**config.mk**
```make
export PLATFORM = sky130hd
export DESIGN_NAME = stall_ctrl
export DESIGN_NICKNAME = d
export VERILOG_FILES = /design/src/rtl/stall_ctrl.sv
export SDC_FILE = /design/constraint.sdc
export NUM_CORES = 1
export LEC_CHECK = 0
export ABC_AREA = 1
export BUFFER_PORTS_ARGS = -buffer_cell sky130_fd_sc_hd__buf_4
export CORE_ASPECT_RATIO = 1.2
export CORE_UTILIZATION = 41
export CTS_CLUSTER_SIZE = 12
export DETAILED_ROUTE_END_ITERATION = 10
export PLACE_DENSITY_LB_ADDON = 0.2
export SYNTH_ARGS = -nofsm -noshare
export SYNTH_HDL_FRONTEND = slang
export SYNTH_SLANG_ARGS = --single-unit
```
**constraint.sdc**
```tcl
create_clock -name clk -period 1.5 [get_ports clk]
set_clock_uncertainty 0.15 [all_clocks]
set_input_delay 0.225 -clock clk [delete_from_list [all_inputs] [get_ports clk]]
set_output_delay 0.225 -clock clk [all_outputs]
set_load 0.01 [all_outputs]
```
**src/rtl/stall_ctrl.sv**
```systemverilog
// stall_ctrl: pipeline interlock for a 5-stage MIPS-style core.
//
// Raises a stall when the D-stage instruction needs an operand sooner than
// an older instruction in E or M can produce it (tuse < tnew). It also
// stalls a HI/LO instruction while the multiply/divide unit is busy.
// A stall freezes PC and IF/ID and inserts a bubble into ID/EX.
//
// Ports:
//   clk, reset               clock, synchronous active-high reset
//   d_rs_addr/d_rt_addr      D-stage source registers
//   d_rs_tuse/d_rt_tuse      cycles until D needs the operand (3 = unused)
//   e_wr_addr/m_wr_addr      E/M destination registers
//   e_tnew/m_tnew            cycles until the E/M result is available
//   d_is_md                  D instruction uses the HI/LO unit
//   e_md_start, e_md_is_div  mult/div issuing in E; divide if high
//   pc_en, fd_en, de_flush   pipeline register controls
//   md_busy                  HI/LO unit busy
//   stall_cnt                (only with STALL_PERF_CNT_EN) count of stall cycles
//
// Optional feature macro: STALL_PERF_CNT_EN adds the 32-bit stall_cnt output.
module stall_ctrl #(
  parameter int MULT_CYCLES = 5,
  parameter int DIV_CYCLES  = 10
) (
  input  logic        clk,
  input  logic        reset,
  input  logic [4:0]  d_rs_addr,
  input  logic [4:0]  d_rt_addr,
  input  logic [1:0]  d_rs_tuse,
  input  logic [1:0]  d_rt_tuse,
  input  logic [4:0]  e_wr_addr,
  input  logic [4:0]  m_wr_addr,
  input  logic [1:0]  e_tnew,
  input  logic [1:0]  m_tnew,
  input  logic        d_is_md,
  input  logic        e_md_start,
  input  logic        e_md_is_div,
  output logic        pc_en,
  output logic        fd_en,
  output logic        de_flush,
`ifdef STALL_PERF_CNT_EN
  output logic [31:0] stall_cnt,
`endif
  output logic        md_busy
);

  localparam int MAX_CYCLES = (MULT_CYCLES > DIV_CYCLES) ? MULT_CYCLES : DIV_CYCLES;
  localparam int CW = (MAX_CYCLES < 1) ? 1 : $clog2(MAX_CYCLES + 1);

  logic [CW-1:0] busy_cnt;
  logic          rs_hazard;
  logic          rt_hazard;
  logic          data_hazard;
  logic          md_hazard;
  logic          stall;

  // A source with tuse = 3 can never satisfy tuse < tnew, but it is excluded
  // explicitly so the intent does not depend on the 2-bit encoding.
  assign rs_hazard = (d_rs_addr != 5'd0) && (d_rs_tuse != 2'd3) &&
                     (((d_rs_addr == e_wr_addr) && (d_rs_tuse < e_tnew)) ||
                      ((d_rs_addr == m_wr_addr) && (d_rs_tuse < m_tnew)));

  assign rt_hazard = (d_rt_addr != 5'd0) && (d_rt_tuse != 2'd3) &&
                     (((d_rt_addr == e_wr_addr) && (d_rt_tuse < e_tnew)) ||
                      ((d_rt_addr == m_wr_addr) && (d_rt_tuse < m_tnew)));

  assign data_hazard = rs_hazard || rt_hazard;
  assign md_busy     = (busy_cnt != '0);
  assign md_hazard   = d_is_md && (md_busy || e_md_start);

  // Reset masks the stall so the front end keeps moving during reset.
  assign stall    = !reset && (data_hazard || md_hazard);
  assign pc_en    = !stall;
  assign fd_en    = !stall;
  assign de_flush = stall;

  // A start while busy is ignored: the running count is neither reloaded nor extended.
  always_ff @(posedge clk) begin
    if (reset) begin
      busy_cnt <= '0;
    end else if (busy_cnt != '0) begin
      busy_cnt <= busy_cnt - CW'(1);
    end else if (e_md_start) begin
      busy_cnt <= e_md_is_div ? CW'(DIV_CYCLES) : CW'(MULT_CYCLES);
    end
  end

`ifdef STALL_PERF_CNT_EN
  always_ff @(posedge clk) begin
    if (reset) begin
      stall_cnt <= 32'd0;
    end else if (stall) begin
      stall_cnt <= stall_cnt + 32'd1;
    end
  end
`endif

endmodule

```
[Yosys cells after proc, flatten, opt, wreduce, memory -nomap -nowiden]
Index checks and enable logic that the tools add are counted.
Widths: inputs -> output; s select.
Storage, ports and cells
  bits in registers: 4
  latch bits: 0
  RAM bits: 0
  bits in read-only memories: 0
  output and inout port bits: 4
  logic and storage cells: 36
  memories kept: 0
Cells by class
  add/sub/neg operators: 1
  $mul: 0
  div/mod/pow operators: 0
  $lt $le $gt $ge: 4
  equal/unequal tests: 6
  shift-type cells: 0
  muxes and demuxes: 3
  bitwise logic cells: 0
  reductions and logical operators: 21
Operators with widths (count)
  $eq 5x5->1: 4
  $mux 4: 3
  $logic_and 1x1->1: 10
  $reduce_bool 5->1: 2
  $lt 2x2->1: 4
  $logic_or 1x1->1: 5
  $ne 2x2->1 const B: 2
  $reduce_bool 4->1: 1
  $sub 4x1->4 const B: 1
  $logic_not 1->1: 2
  $reduce_bool 2->1: 1

[Logic depth before layout (Yosys ltp)]
  word-level depth: 8
  mapped depth: 11
  gate-level depth less buffers: 11

[Least setup slack after synthesis]
OpenSTA, ideal clock, no wires.
  path type: reg-to-output
  from: register busy_cnt[0]
  to: output pc_en
  data arrival time: 1.190 ns
  setup slack: -0.065 ns
  cell stages (with the launch flop): 10
  cell sequence: dfxtp_1 inv_1 ha_1 nand2_1 nor2_4 nand2_1 nand2_1 nand3_2 nand2_2 buf_4
Between the ends
  word-level cells in the longest chain between the ends: 6
Ends and longest elaborated chain
  from (decl): RTL line 50  | logic [CW-1:0] busy_cnt;
  from (signal assigned): RTL line 82  | busy_cnt <= busy_cnt - CW'(1);
  from (signal assigned): RTL line 84  | busy_cnt <= e_md_is_div ? CW'(DIV_CYCLES) : CW'(MULT_CYCLES);
  $reduce_bool 4->1: RTL line 68  | assign md_busy = (busy_cnt != '0);
  $logic_or 1x1->1: RTL line 69  | assign md_hazard = d_is_md && (md_busy || e_md_start);
  $logic_and 1x1->1: RTL line 69
  $logic_or 1x1->1: RTL line 72  | assign stall = !reset && (data_hazard || md_hazard);
  $logic_and 1x1->1: RTL line 72
  $logic_not 1->1
  to (decl): RTL line 38  | output logic pc_en,
Every way passes these cells.

[Final worst setup path]
  from: register busy_cnt[0]
  to: output de_flush
Between the ends
  word-level cells in the longest chain between the ends: 5
Ends and longest elaborated chain
  $reduce_bool 4->1: RTL line 68
  $logic_or 1x1->1: RTL line 69
  $logic_and 1x1->1: RTL line 69
  $logic_or 1x1->1: RTL line 72
  $logic_and 1x1->1: RTL line 72
  to (decl): RTL line 40  | output logic de_flush,
Every way passes these cells.

==> impl_results.md <==
- Status: complete, but fails checks
- Failing checks: negative setup slack
- Critical Path End Type: output pin
- DR DRC count: 0
- Leak: 0.6989 nW
- CTS tree: done
- Critical path data required time: 1.12 ns
- Clock period minus worst slack: 1.726 ns
- CP max FO: 3
- Synthesized net count: 180
- Biggest regs: busy_cnt (4)
- Post-Route WL: 2376 um
- Async SR Flop Fraction: 0
- Pre-CTS WS: -0.2538 ns
- Logic pwr share: 0.708
- Clock Latency Late Sink: 0.25 ns
- Largest net degree at the start of global routing: 6
- PwrDens: 912.4 nW/um2
- Fillers: 142
- Largest reg by FF count: busy_cnt
- Internal Power: 654.3 uW
- Vias in the first global route: 980
- Register area share after synthesis: 0.1051
- CORE AREA: 1682 um2
- IO Port Bufs: 36
- Synth Cell Area: 762.0 um2
- Vias: 994
- Arr. time, crit path: 1.35 ns
- RSZ-0062 raised after global routing: true
- Die height: 49.23 um
- Antenna cells: 0
- # nets final: 228
- Slew Viols, Final: 0
- Setup Viol. Count Final: 4
- DRT iter0 DRCs: 17
- # clock sinks: 4
- Die Span X: 41.36 um
- Post-synth EDFFs: 0
- Total Routing Usage GR: 0.2744
- Area growth, synth to finish: 63.88%
- Congestion Overflow GR: 0
- Row count: 16
- Switching part of the total: 0.4257
- I/O pins: 37
- Hold path depth: 2
- Inserted Clock Buffers: 3
- Clock share of power: 0.125
- Fin area: 1249 um2
- Largest area contributor in the netlist: nand2_1
- NetSw: 484.9 uW
- Syn. warnings: 0
- Achievable Freq: 579.3 MHz
- Hold Vio Cnt, Final: 0
- Post-layout util: 0.7426
- Clock slew at reported path FFs: 0.03 ns
- Placed Cells: 200
- Maximum VDD drop: 0.6187 mV
- Cell with the most instances after synthesis: nand2_1
- Hold Path Class: input pin to flop
- H-Tree Depth: 1
- Hpwl dp: 1934 um
- Max cap viols: 0
- Non-Filler Instances: 205
- Synth top area share: 0.2315
- Routed Antenna Nets: 0
- Vias per inst: 4.849
- Largest register FFs: 4
- Drt pass-1 iters: 4
- Clock Tree Root: clkbuf_4
- Flops & latches, synth: 4
- TNS Setup: -0.7526 ns
- Synth Flop Type: dfxtp_1
- Initial antenna violation count: 0
- Post-route setup slack: -0.2261 ns
- Tcrit/Tclk final: 1.151
- Slew @ Worst Pin: 0.1923 ns
- Routed len/inst: 11.59 um
- Max Root-Sink Buffers: 2
- Placed Instance Area: 1169 um2
- Startpoint types: flop
- Share of cells above drive strength 1: 0.3904
- Initial Utilization: 0.4531
- Global-route wire length before repair: 3767 um
- Die area: 2036 um2
- Count of cell types in the netlist: 24
- Post-Synthesis Cells: 141
- Post-Syn Area per Cell: 5.404 um2
- Worst R2R Path Depth: 7
- Seq pwr share: 0.166
- Gp weighted congestion: 0.8262
- Commonest cells post-synth: 47 x nand2_1, 29 x inv_1, 13 x nor2_1
- Rel. slew slack: 0.8716
- Top cells by area, synth: nand2_1 23%, inv_1 14%, dfxtp_1 11%, ha_1 9.9%, nor2_1 6.4%
- Kind of critical path: flop to output pin
==> cell families after synthesis <==
kind of cell               after synthesis  share of synthesized area
DFF                                      4                     0.1051
xor gates and xnor gates                 6                    0.06896
buffers and inverters                   32                     0.1626
and+or+nand+nor                         73                     0.4007
adders and majority gates                6                    0.09852
AOI/OAI and AO/OA                       20                     0.1642
==> metrics by stage <==
stage,hold slack [ns],total power [mW]
after detailed placement,0.2702,0.9154
after floorplan,0.1441,0.6066
after global routing,0.02125,1.248
after global placement,0.2689,0.8846
after CTS,0.009689,1.121
final,0.02197,1.139
==> power groups by stage <==
stage	Combinational (mW)	Clock, mW	Sequential [mW]
after CTS	0.788	0.144	0.189
after global placement	0.698	0	0.187
after global routing	0.901	0.153	0.195
after detailed placement	0.727	0	0.188
after floorplan	0.423	0	0.183
final	0.807	0.143	0.189
==> placed cells by master, fill, tap and decap left out, types with 2 or more instances in the layout <==
master	instances
xor2_1	4
a21oi_1	3
o21ai_0	6
nand2_1	43
clkbuf_4	3
dfxtp_1	2
nor2_1	13
inv_1	25
buf_4	41
a21boi_2	2
xnor2_1	2
o21ai_2	2
ha_4	5
nand2_4	2
o21ai_1	2
inv_2	4
dfxtp_2	2
nand3_1	7
buf_6	3
o21bai_1	2
nand2_2	3
==> routing by layer <==
metal | share of wire | GRT usage | wire length (um)
met1 | 0.39 | 0.2778 | 921
met2 | 0.54 | 0.4818 | 1280
met3 | 0.053 | 0.05479 | 125
met4 | 0.020 | 0.1398 | 48
met5 | 0 | 0 | 0
==> worst paths after layout <==
| kind | startpoint | to | slack (ns) |
|---|---|---|---|
| max reg2reg | busy_cnt[0]$_SDFFE_PP0N_ | busy_cnt[2]$_SDFFE_PP0N_ | 0.09 |
| max | busy_cnt[0]$_SDFFE_PP0N_ | de_flush | -0.23 |
| min reg2reg | busy_cnt[3]$_SDFFE_PP0N_ | busy_cnt[3]$_SDFFE_PP0N_ | 0.42 |
| min | reset | busy_cnt[1]$_SDFFE_PP0N_ | 0.02 |
==> worst max-delay path, stage by stage (launching register included) <==
cell	delay, ns
dfxtp_2	0.32
inv_2	0.07
ha_4	0.14
nand2_4	0.05
nor2_4	0.09
nand2_2	0.06
nand2_2	0.07
nand3_2	0.08
nand2_4	0.08
inv_2	0.03
buf_6	0.11
==> final cells by class <==
class	count	area, um2	share of cell area
Multi-Input combinational cell	105	655.6	0.5250
Sequential cell	4	82.58	0.06613
Clock buffer	3	22.52	0.01804
Inverter	31	123.9	0.09920
Tap cell	18	22.52	0.01804
Timing Repair Buffer	44	341.6	0.2735
==> timing repair <==
item                                    4_1_cts  5_1_grt
gates resized for setup                       9        3
hold buffers                                  0        0
endpoints found under the setup margin        4        6
cloned                                        0        0
buffers inserted                              2        0
pin swaps                                    10        1
No activity file was read; power rests on OpenSTA's default activity.
